===== src/rtl/id_pkg.sv =====
// ---------------------------------------------------------------------------
// id_pkg
// Shared definitions for the decode stage with hazard handling.
//   - Default datapath, register-address, zero-register and counter widths.
//   - Branch condition encoding (cond_e) and its flag decoder (cond_met).
// ---------------------------------------------------------------------------
package id_pkg;

    localparam int DEF_DATA_W   = 64;
    localparam int DEF_ADDR_W   = 5;
    localparam int DEF_ZERO_REG = 31;
    localparam int DEF_CNT_W    = 16;

    typedef enum logic [3:0] {
        COND_EQ = 4'b0000,
        COND_NE = 4'b0001,
        COND_HS = 4'b0010,
        COND_LO = 4'b0011,
        COND_GE = 4'b1010,
        COND_LT = 4'b1011,
        COND_GT = 4'b1100,
        COND_LE = 4'b1101,
        COND_AL = 4'b1110
    } cond_e;

    // Evaluates a condition code against the current NZCV flags.
    // Encodings that are not listed in cond_e never pass.
    function automatic logic cond_met(input logic [3:0] cond,
                                      input logic       n,
                                      input logic       z,
                                      input logic       c,
                                      input logic       v);
        logic met;
        met = 1'b0;
        case (cond)
            COND_EQ: met = z;
            COND_NE: met = ~z;
            COND_HS: met = c;
            COND_LO: met = ~c;
            COND_GE: met = (n == v);
            COND_LT: met = (n != v);
            COND_GT: met = ~z & (n == v);
            COND_LE: met = z | (n != v);
            COND_AL: met = 1'b1;
            default: met = 1'b0;
        endcase
        return met;
    endfunction

endpackage


===== src/rtl/regfile_bypass.sv =====
// ---------------------------------------------------------------------------
// regfile_bypass
// Two-read, one-write register array with a hardwired-zero register and a
// same-cycle write-back bypass on both read ports.
// Ports:
//   clk, rst               clock, asynchronous active-high reset (clears array)
//   wb_en/wb_addr/wb_data  write-back port, written at posedge clk
//   ra_addr/ra_data        read port A (combinational)
//   rb_addr/rb_data        read port B (combinational)
// ---------------------------------------------------------------------------
module regfile_bypass
    import id_pkg::*;
#(
    parameter int DATA_W   = DEF_DATA_W,
    parameter int ADDR_W   = DEF_ADDR_W,
    parameter int ZERO_REG = DEF_ZERO_REG
) (
    input  logic              clk,
    input  logic              rst,
    input  logic              wb_en,
    input  logic [ADDR_W-1:0] wb_addr,
    input  logic [DATA_W-1:0] wb_data,
    input  logic [ADDR_W-1:0] ra_addr,
    input  logic [ADDR_W-1:0] rb_addr,
    output logic [DATA_W-1:0] ra_data,
    output logic [DATA_W-1:0] rb_data
);

    localparam int                NREG = 1 << ADDR_W;
    localparam logic [ADDR_W-1:0] ZR   = ADDR_W'(ZERO_REG);

    logic [DATA_W-1:0] regs_q [NREG];

    always_ff @(posedge clk or posedge rst) begin
        if (rst) begin
            for (int i = 0; i < NREG; i++) begin
                regs_q[i] <= '0;
            end
        end else if (wb_en && (wb_addr != ZR)) begin
            regs_q[wb_addr] <= wb_data;
        end
    end

    // The zero register wins over the bypass so a write aimed at it can
    // never leak through in the same cycle.
    assign ra_data = (ra_addr == ZR)                  ? '0      :
                     (wb_en && (wb_addr == ra_addr))  ? wb_data :
                                                        regs_q[ra_addr];
    assign rb_data = (rb_addr == ZR)                  ? '0      :
                     (wb_en && (wb_addr == rb_addr))  ? wb_data :
                                                        regs_q[rb_addr];

endmodule


===== src/rtl/id_stage_hz.sv =====
// ---------------------------------------------------------------------------
// id_stage_hz
// Instruction-decode stage: operand read with EX/MEM/WB forwarding, load-use
// stall detection, branch resolution and the ID/EX pipeline register.
// Ports:
//   clk, reset                 clock, asynchronous active-high reset
//   id_valid, pc, rn, ab, rd   decoded instruction in ID
//   ctl_*, cond, br_off        control bits, condition code, word offset
//   flag_n/z/c/v               current condition flags
//   ex_result                  ALU output of the instruction now in EX
//   flush                      squash the instruction entering EX
//   mem_fwd_*, wb_*            MEM forwarding source and write-back port
//   stall, br_taken, br_target hazard and branch outputs (combinational)
//   ex_*                       ID/EX register contents
//   stall_cnt                  saturating count of stall cycles
// ---------------------------------------------------------------------------
module id_stage_hz
    import id_pkg::*;
#(
    parameter int DATA_W   = DEF_DATA_W,
    parameter int ADDR_W   = DEF_ADDR_W,
    parameter int ZERO_REG = DEF_ZERO_REG,
    parameter int CNT_W    = DEF_CNT_W
) (
    input  logic              clk,
    input  logic              reset,
    input  logic              id_valid,
    input  logic [DATA_W-1:0] pc,
    input  logic [ADDR_W-1:0] rn,
    input  logic [ADDR_W-1:0] ab,
    input  logic [ADDR_W-1:0] rd,
    input  logic              ctl_regwrite,
    input  logic              ctl_memread,
    input  logic              ctl_cbz,
    input  logic              ctl_uncond,
    input  logic              ctl_bcond,
    input  logic [3:0]        cond,
    input  logic [DATA_W-1:0] br_off,
    input  logic              flag_n,
    input  logic              flag_z,
    input  logic              flag_c,
    input  logic              flag_v,
    input  logic [DATA_W-1:0] ex_result,
    input  logic              flush,
    input  logic              mem_fwd_en,
    input  logic [ADDR_W-1:0] mem_fwd_addr,
    input  logic [DATA_W-1:0] mem_fwd_data,
    input  logic              wb_en,
    input  logic [ADDR_W-1:0] wb_addr,
    input  logic [DATA_W-1:0] wb_data,
    output logic              stall,
    output logic              br_taken,
    output logic [DATA_W-1:0] br_target,
    output logic              ex_valid,
    output logic [DATA_W-1:0] ex_da,
    output logic [DATA_W-1:0] ex_db,
    output logic [DATA_W-1:0] ex_pc,
    output logic [ADDR_W-1:0] ex_rd,
    output logic              ex_regwrite,
    output logic              ex_memread,
    output logic [CNT_W-1:0]  stall_cnt
);

    localparam logic [ADDR_W-1:0] ZR = ADDR_W'(ZERO_REG);

    logic              ex_valid_q, ex_valid_d;
    logic              ex_regwrite_q, ex_regwrite_d;
    logic              ex_memread_q, ex_memread_d;
    logic [DATA_W-1:0] ex_da_q, ex_db_q, ex_pc_q;
    logic [ADDR_W-1:0] ex_rd_q;
    logic [CNT_W-1:0]  stall_cnt_q, stall_cnt_d;

    logic [DATA_W-1:0] rf_a, rf_b;
    logic [DATA_W-1:0] fwd_a, fwd_b;
    logic              ex_fwd_ok;
    logic              cond_ok;

    regfile_bypass #(
        .DATA_W   (DATA_W),
        .ADDR_W   (ADDR_W),
        .ZERO_REG (ZERO_REG)
    ) u_rf (
        .clk     (clk),
        .rst     (reset),
        .wb_en   (wb_en),
        .wb_addr (wb_addr),
        .wb_data (wb_data),
        .ra_addr (rn),
        .rb_addr (ab),
        .ra_data (rf_a),
        .rb_data (rf_b)
    );

    // A load in EX has no result yet, so only non-load writers forward from EX.
    assign ex_fwd_ok = ex_valid_q & ex_regwrite_q & ~ex_memread_q;

    // Operand selection: EX, then MEM; the WB bypass lives inside rf_a/rf_b.
    always_comb begin
        fwd_a = rf_a;
        if (rn == ZR) begin
            fwd_a = '0;
        end else if (ex_fwd_ok && (ex_rd_q == rn)) begin
            fwd_a = ex_result;
        end else if (mem_fwd_en && (mem_fwd_addr == rn)) begin
            fwd_a = mem_fwd_data;
        end
    end

    always_comb begin
        fwd_b = rf_b;
        if (ab == ZR) begin
            fwd_b = '0;
        end else if (ex_fwd_ok && (ex_rd_q == ab)) begin
            fwd_b = ex_result;
        end else if (mem_fwd_en && (mem_fwd_addr == ab)) begin
            fwd_b = mem_fwd_data;
        end
    end

    // Load-use hazard: the load in EX produces a source this instruction needs.
    assign stall = id_valid & ex_valid_q & ex_memread_q & (ex_rd_q != ZR) &
                   ((ex_rd_q == rn) | (ex_rd_q == ab));

    assign br_target = pc + (br_off << 2);
    assign cond_ok   = cond_met(cond, flag_n, flag_z, flag_c, flag_v);
    assign br_taken  = id_valid & ~stall &
                       (ctl_uncond | (ctl_cbz & (fwd_b == '0)) | (ctl_bcond & cond_ok));

    // Flush and stall both leave a bubble; the control bits are gated with
    // id_valid so an invalid slot never carries regwrite/memread.
    always_comb begin
        ex_valid_d    = id_valid;
        ex_regwrite_d = id_valid & ctl_regwrite;
        ex_memread_d  = id_valid & ctl_memread;
        if (flush || stall) begin
            ex_valid_d    = 1'b0;
            ex_regwrite_d = 1'b0;
            ex_memread_d  = 1'b0;
        end
    end

    // Stalls are counted even when a flush squashes the same slot.
    always_comb begin
        stall_cnt_d = stall_cnt_q;
        if (stall && (stall_cnt_q != '1)) begin
            stall_cnt_d = stall_cnt_q + 1'b1;
        end
    end

    // ID/EX pipeline register
    always_ff @(posedge clk or posedge reset) begin
        if (reset) begin
            ex_valid_q    <= 1'b0;
            ex_regwrite_q <= 1'b0;
            ex_memread_q  <= 1'b0;
            ex_da_q       <= '0;
            ex_db_q       <= '0;
            ex_pc_q       <= '0;
            ex_rd_q       <= '0;
            stall_cnt_q   <= '0;
        end else begin
            ex_valid_q    <= ex_valid_d;
            ex_regwrite_q <= ex_regwrite_d;
            ex_memread_q  <= ex_memread_d;
            ex_da_q       <= fwd_a;
            ex_db_q       <= fwd_b;
            ex_pc_q       <= pc;
            ex_rd_q       <= rd;
            stall_cnt_q   <= stall_cnt_d;
        end
    end

    assign ex_valid    = ex_valid_q;
    assign ex_regwrite = ex_regwrite_q;
    assign ex_memread  = ex_memread_q;
    assign ex_da       = ex_da_q;
    assign ex_db       = ex_db_q;
    assign ex_pc       = ex_pc_q;
    assign ex_rd       = ex_rd_q;
    assign stall_cnt   = stall_cnt_q;

endmodule

===== config.mk =====
export PLATFORM = sky130hd
export DESIGN_NAME = id_stage_hz
export DESIGN_NICKNAME = d
export VERILOG_FILES = /design/src/rtl/id_pkg.sv /design/src/rtl/regfile_bypass.sv /design/src/rtl/id_stage_hz.sv
export SDC_FILE = /design/constraint.sdc
export NUM_CORES = 2
export LEC_CHECK = 0
export ABC_AREA = 0
export CORE_UTILIZATION = 40
export DETAILED_ROUTE_END_ITERATION = 8
export PLACE_DENSITY = 0.62
export SETUP_SLACK_MARGIN = 0.15
export SYNTH_ARGS = -nofsm -noshare
export SYNTH_HDL_FRONTEND = slang
export SYNTH_SLANG_ARGS = --single-unit
export TNS_END_PERCENT = 50

===== constraint.sdc =====
create_clock -name clk -period 204 [get_ports clk]
set_clock_uncertainty 0.05 [all_clocks]
set_input_delay 61.2 -clock clk [delete_from_list [all_inputs] [get_ports clk]]
set_output_delay 61.2 -clock clk [all_outputs]
set_load 0.1 [all_outputs]

---- Word level (Yosys, flattened, before mapping) ----
Cells that the tools add are included.
word-level totals
  bits in writable memories ............... 0
  input bits .............................. 364
  latch bits .............................. 0
  register bits after elaboration ......... 2,264
  memory bits (read-only) ................. 0
  memories kept ........................... 0
  word-level logic and storage cells ...... 124
  output and inout port bits .............. 282
operators by class
  reduce and logical (&&, ||, !) cells .... 12
  div/mod/pow operators ................... 0
  muxes and demuxes ....................... 21
  bitwise operators ....................... 24
  shift-type cells ........................ 0
  add/sub/neg operators ................... 2
  $mul .................................... 0
  magnitude comparators ................... 4
  eq/ne operators ......................... 21
operator list
  operator                                                     number
  bitwise mux 2048 bit                                         1
  2-to-1 mux 64 bit                                            13
  binary-select mux 64 bit (select 5 bit)                      2
  demux 64 bit (select 5 bit)                                  1
  adder 64 bit                                                 1
  zero test 64 bit                                             1
  equality test 5 bit                                          6
  equality test 4 bit (second input constant)                  5
  greater-or-equal comparator 6 bit (second input constant)    3
  inverter 5 -> 6 bit                                          3
  adder 16 x 1 -> 16 bit (second input constant)               1
  != test 16 bit (second input constant)                       1
  bitwise AND 1 bit                                            13
  equality test 5 bit (second input constant)                  2
  != test 5 bit (second input constant)                        2
  logical AND 1 bit                                            9
  one-hot mux 1 bit (9 select lines)                           1
  equality test 4 x 2 -> 1 bit (second input constant)         2
  less-than comparator 6 x 1 -> 1 bit (second input constant)  1
  equality test 4 x 1 -> 1 bit (second input constant)         1
  zero test 4 bit                                              1
  inverter 1 bit                                               4
  bitwise OR 1 bit                                             4
  2-to-1 mux 1 bit                                             3
  3 further kinds                                              3

---- Logic depth before layout (Yosys ltp) ----
  word-level depth ........................ 13
  mapped depth ............................ 17
  mapped depth without buffers ............ 13

---- Hierarchy ----
From an unflattened synthesis, not the netlist that was laid out.
second synthesis, totals
  cell total of the unflattened synthesis .. 8,623
  area total of the unflattened synthesis .. 121,992.0 um^2
modules (own cells, without submodules)
  module          seq. area each (um^2)  instances  cells an instance  area an instance (um^2)
  regfile_bypass  51,249.2               1          7,161              108,776.8
  id_stage_hz     5,405.2                1          1,462              13,215.2

---- Worst setup path before layout ----
Ideal clock, no wire load.
  path type ............................... input to output
  start ................................... in pc[2]
  end ..................................... out br_target[56]
  required time ........................... 142,750 ps
  setup slack ............................. 75,987 ps
  data arrival time ....................... 66,763 ps
  stages .................................. 12
  buffers on the path ..................... 0
  path through ............................ ha_1 -> inv_1 -> fa_1 -> nor2b_1 -> o31a_1 -> o41ai_1 -> o221ai_1 -> a21o_1 -> a22oi_1 -> o31a_1 -> a21o_1 -> o311ai_0
between the ends
  cells in the longest elaborated chain, start to end .. 1
RTL lines
  what                RTL line            text
  start: declaration  id_stage_hz.sv:28   input logic [DATA_W-1:0] pc,
  adder 64 bit        id_stage_hz.sv:124  assign br_target = pc + (br_off << 2);
  end: declaration    id_stage_hz.sv:53   output logic [DATA_W-1:0] br_target,
No other way between the ends.

---- Worst setup path after layout ----
  start ................................... in ab[1]
  end ..................................... out br_taken
between the ends
  cells in the longest elaborated chain, start to end .. 13
  elaborated cells between the ends (all ways) .. 24
  those cells by class .................... 4 x eq/ne; 7 x mux; 9 x bitwise; 4 x reduce/logical
RTL lines
  what                                                   RTL line              text
  start: declaration                                     id_stage_hz.sv:30     input logic [ADDR_W-1:0] ab,
  inverter 5 -> 6 bit (implied by the code)              regfile_bypass.sv:51  regs_q[rb_addr];
  binary-select mux 64 bit (select 5 bit)                regfile_bypass.sv:51
  2-to-1 mux 64 bit (implied by the code) (2 in series)  regfile_bypass.sv:51
  2-to-1 mux 64 bit                                      regfile_bypass.sv:50  (wb_en && (wb_addr == rb_addr)) ? wb_data :
  2-to-1 mux 64 bit                                      id_stage_hz.sv:115    end else if (mem_fwd_en && (mem_fwd_addr == ab)) begin
  2-to-1 mux 64 bit                                      id_stage_hz.sv:113    end else if (ex_fwd_ok && (ex_rd_q == ab)) begin
  2-to-1 mux 64 bit *                                    id_stage_hz.sv:111    if (ab == ZR) begin
  via fwd_b[21]                                          id_stage_hz.sv:74     logic [DATA_W-1:0] fwd_a, fwd_b;
  zero test 64 bit *                                     id_stage_hz.sv:127    (ctl_uncond | (ctl_cbz & (fwd_b == '0)) | (ctl_bcond & cond_ok));
  bitwise AND 1 bit *                                    id_stage_hz.sv:127
  bitwise OR 1 bit * (2 in series)                       id_stage_hz.sv:127
  bitwise AND 1 bit *                                    id_stage_hz.sv:126    assign br_taken = id_valid & ~stall &
  end: declaration                                       id_stage_hz.sv:52     output logic br_taken,
Mark *: on every way through the listed nets, which the timed path passes. The rest lies on a longest branch. The select of a mux whose other input is x is not followed.

==> metrics.md <==
| Metric | Value |
|---|---|
| Synth Cell Area | `0.121 mm²` |
| Cell Int Power | `0.000988 W` |
| Setup-failing EPs final | `0` |
| Total GRT Usage | `29.5%` |
| Seq/Total Area, Yosys | `46.8%` |
| Via-per-instance ratio | `6.50` |
| Synth area leaders | `dfrtp_1 (47%), mux4_2 (21%), mux2_2 (19%)` |
| Hold-fix buffers, CTS | `0` |
| Setup Crit Path Kind | `in2out` |
| Final count of pins violating max slew | `0` |
| Worst-Margin Slew | `1.47 ns` |
| Crit Path Max Fanout | `97` |
| Synth unique cells | `71` |
| Max Cap Viol | `0` |
| Max Clk Rate | `7.63 MHz` |
| Full die area | `0.305 mm²` |
| Largest net degree at the start of global routing | `165` |
| Flop pwr share | `40.9%` |
| Main flop type after synthesis | `dfrtp_1` |
| FF+latch count, synth | `2,264` |
| WL per Instance | `35.8 µm` |
| Count of input and output buffers | `643` |
| Tmin final | `131.03 ns` |
| Ys Warns | `0` |
| Most common library cells after synthesis | `dfrtp_1 (2,264), mux2_2 (2,047), mux4_2 (1,134)` |
| TritonCTS clock tree | `done` |
| Cells after Synth | `8,186` |
| Cell Pwr Density | `10.4 mW/mm²` |
| Post-synth EDFFs | `0` |
| CTS Buf Count | `242` |
| Ports | `646` |
| Antenna Violating Nets Remaining | `0` |
| Starting density of the core | `40.3%` |
| CTS root buf | `clkbuf_16` |
| First-pass GRT wire length | `640,000 µm` |
| Min-Delay Path Class | `reg2reg` |
| Area Overhead vs Synth | `15.7%` |
| CTS H-tree lvls | `4` |
| Final hold vios | `0` |
| Final #Nets | `8,856` |
| Clock sinks | `2,264` |
| TNS Setup | `0 ns` |
| Iteration-0 DRC Markers | `8,694` |
| Asr flop ratio synth | `100%` |
| Routed wire length | `452,000 µm` |
| Aggregate global routing overflow | `0` |
| Post-synthesis area per instance | `14.8 µm²` |
| Yosys top cell by area | `dfrtp_1` |
| DR pass1 iterations | `7` |
| Core region area | `0.300 mm²` |
| P_sw | `0.000461 W` |
| GPL Wtd Cong | `0.926` |
| PostCTS Resize Cnt | `0` |
| Row count | `201` |
| Sw frac | `31.8%` |
| Post-DP HPWL | `275,000 µm` |
| Clock group share of total power | `32.5%` |
| Non-filler instance count after layout | `12,600` |
| Arr. time, crit path | `69.78 ns` |
| Routed via count | `82,100` |
| Fillers | `26,000` |
| Residual DRC | `0` |
| Crit start category | `primary input` |
| Req. time, crit path | `142.75 ns` |
| Clock Latency Late Sink | `0.97 ns` |
| Leakage power | `59.2 nW` |
| CTS max path bufs | `4` |
| Vias in the first global route | `84,300` |
| Die X | `552 µm` |
| Top-area cell type share of the netlist area | `46.8%` |
| Part of the cycle the worst path needs | `64.2%` |
| Most common cell in the netlist | `dfrtp_1` |
| Syn nets | `8,613` |
| Slew HR | `1.48%` |
| Die H | `552 µm` |
| Post-CTS Setup Bufs | `0` |
| Clock slew seen by the registers of the worst setup and hold paths | `0.06 ns` |
| VDD IR-drop max | `0.00868 mV` |
| RSZ-0062 raised after global routing | `false` |
| Comb pwr share | `26.7%` |
| Crit. End Element | `output pin` |
| Status | `finished clean` |
| Initial antenna violation count | `36` |
| Post-placement cell count | `12,100` |
| Share of post-route cells with drive strength above 1 | `45.6%` |
[cell usage in the layout (no fill, tap or decap), drive strengths merged, types with 158 or more instances in the layout]
cell           Yosys  final
dfrtp           2264   2264
mux2            2047   2047
mux4            1134   1134
clkdlybuf4s50      0    632
clkbuf           710    344
buf              186    262
nor2             231    231
nand2            201    201
mux2i            166    166
a21oi            158    158
[worst max-delay path, cell delays in order]
cell,delay (ns)
buf_8,0.41
buf_12,0.49
buf_12,0.56
buf_4,0.87
buf_4,0.75
mux2_2,0.42
a221oi_1,0.37
nand3_1,0.17
nand4_1,0.26
o211ai_1,0.17
nor4_1,0.32
nand4_1,0.94
nor4b_1,0.63
nand3_1,0.15
o41ai_2,0.47
clkdlybuf4s50_1,1.23
[flip-flops by register name, summed over array words and instances (netlist names)]
signal and flops:
u_rf.regs_q 2048, ex_da 64, ex_db 64, ex_pc 64, stall_cnt 16, ex_rd 5, ex_memread 1, ex_regwrite 1
ex_valid 1
[worst paths after layout]
kind	from	endpoint	slack, ns	cells after the start
max	ab[1]	br_taken	72.97	16
min	u_rf.regs_q[34]$_DFFE_PP0P_	u_rf.regs_q[34]$_DFFE_PP0P_	0.34	0
max reg2reg	ex_memread$_DFF_PP0_	ex_db[25]$_DFF_PP0_	200.05	8
min reg2reg	u_rf.regs_q[34]$_DFFE_PP0P_	u_rf.regs_q[34]$_DFFE_PP0P_	0.34	0
max in group asynchronous	reset	u_rf.regs_q[794]$_DFFE_PP0P_	138.41	7
min in group asynchronous	reset	stall_cnt[3]$_DFFE_PP0P_	60.64	2
[cell families (layout without fill, tap and decap cells)]
logic type                 after synthesis  count (layout)  synth area share [%]
adders and majority gates               63              63                 0.658
and+or+nand+nor                        698             698                  2.70
muxes                                 3347            3347                  41.5
DFF                                   2264            2264                  46.8
other                                    0              52                     0
AOI/OAI and AO/OA                      795             795                  4.51
xor gates and xnor gates               102             102                 0.739
buffers and inverters                  917            1362                  3.01
[layer usage]
layer,up-vias,part of all wire [%],GRT usage (%)
met5,-,0.032,0
met4,24,7.8,19.9
met3,1167,8.1,6.00
met2,4189,47,46.5
met1,44500,37,36.8
li1,32200,-,-
[layout make-up]
class | count | area (µm²) | share of cell area (%)
clock buffer | 343 | 7070 | 5.05
clock inverter | 103 | 1320 | 0.946
sequential | 2264 | 56700 | 40.5
inverter | 21 | 91.3 | 0.0653
multi-input combinational | 5005 | 61100 | 43.7
tap | 3958 | 4950 | 3.54
timing repair buffer | 895 | 8570 | 6.13
antenna | 52 | 130 | 0.0930
[stage by stage]
step	util (%)	total power (W)	hold slack [ns]	setup slack, ns	instance area (µm²)
global placement	43.7	0.000965	0.325	72.89	131000
floorplan	-	0.000867	0.390	75.99	121000
finish	46.6	0.00145	0.341	72.97	140000
CTS	46.5	0.00145	0.347	72.92	140000
global route	46.6	0.00150	0.358	72.66	140000
detailed placement	43.7	0.000980	0.332	72.92	131000
[power by group through the flow]
stage / logic (W) / registers (W) / clock network (W)
global route: 0.000402 / 0.000602 / 0.000494
detailed placement: 0.000383 / 0.000597 / 0
CTS: 0.000384 / 0.000589 / 0.000477
floorplan: 0.000233 / 0.000635 / 0
global placement: 0.000377 / 0.000588 / 0
finish: 0.000386 / 0.000592 / 0.000471
(Power assumes the default switching activity.)
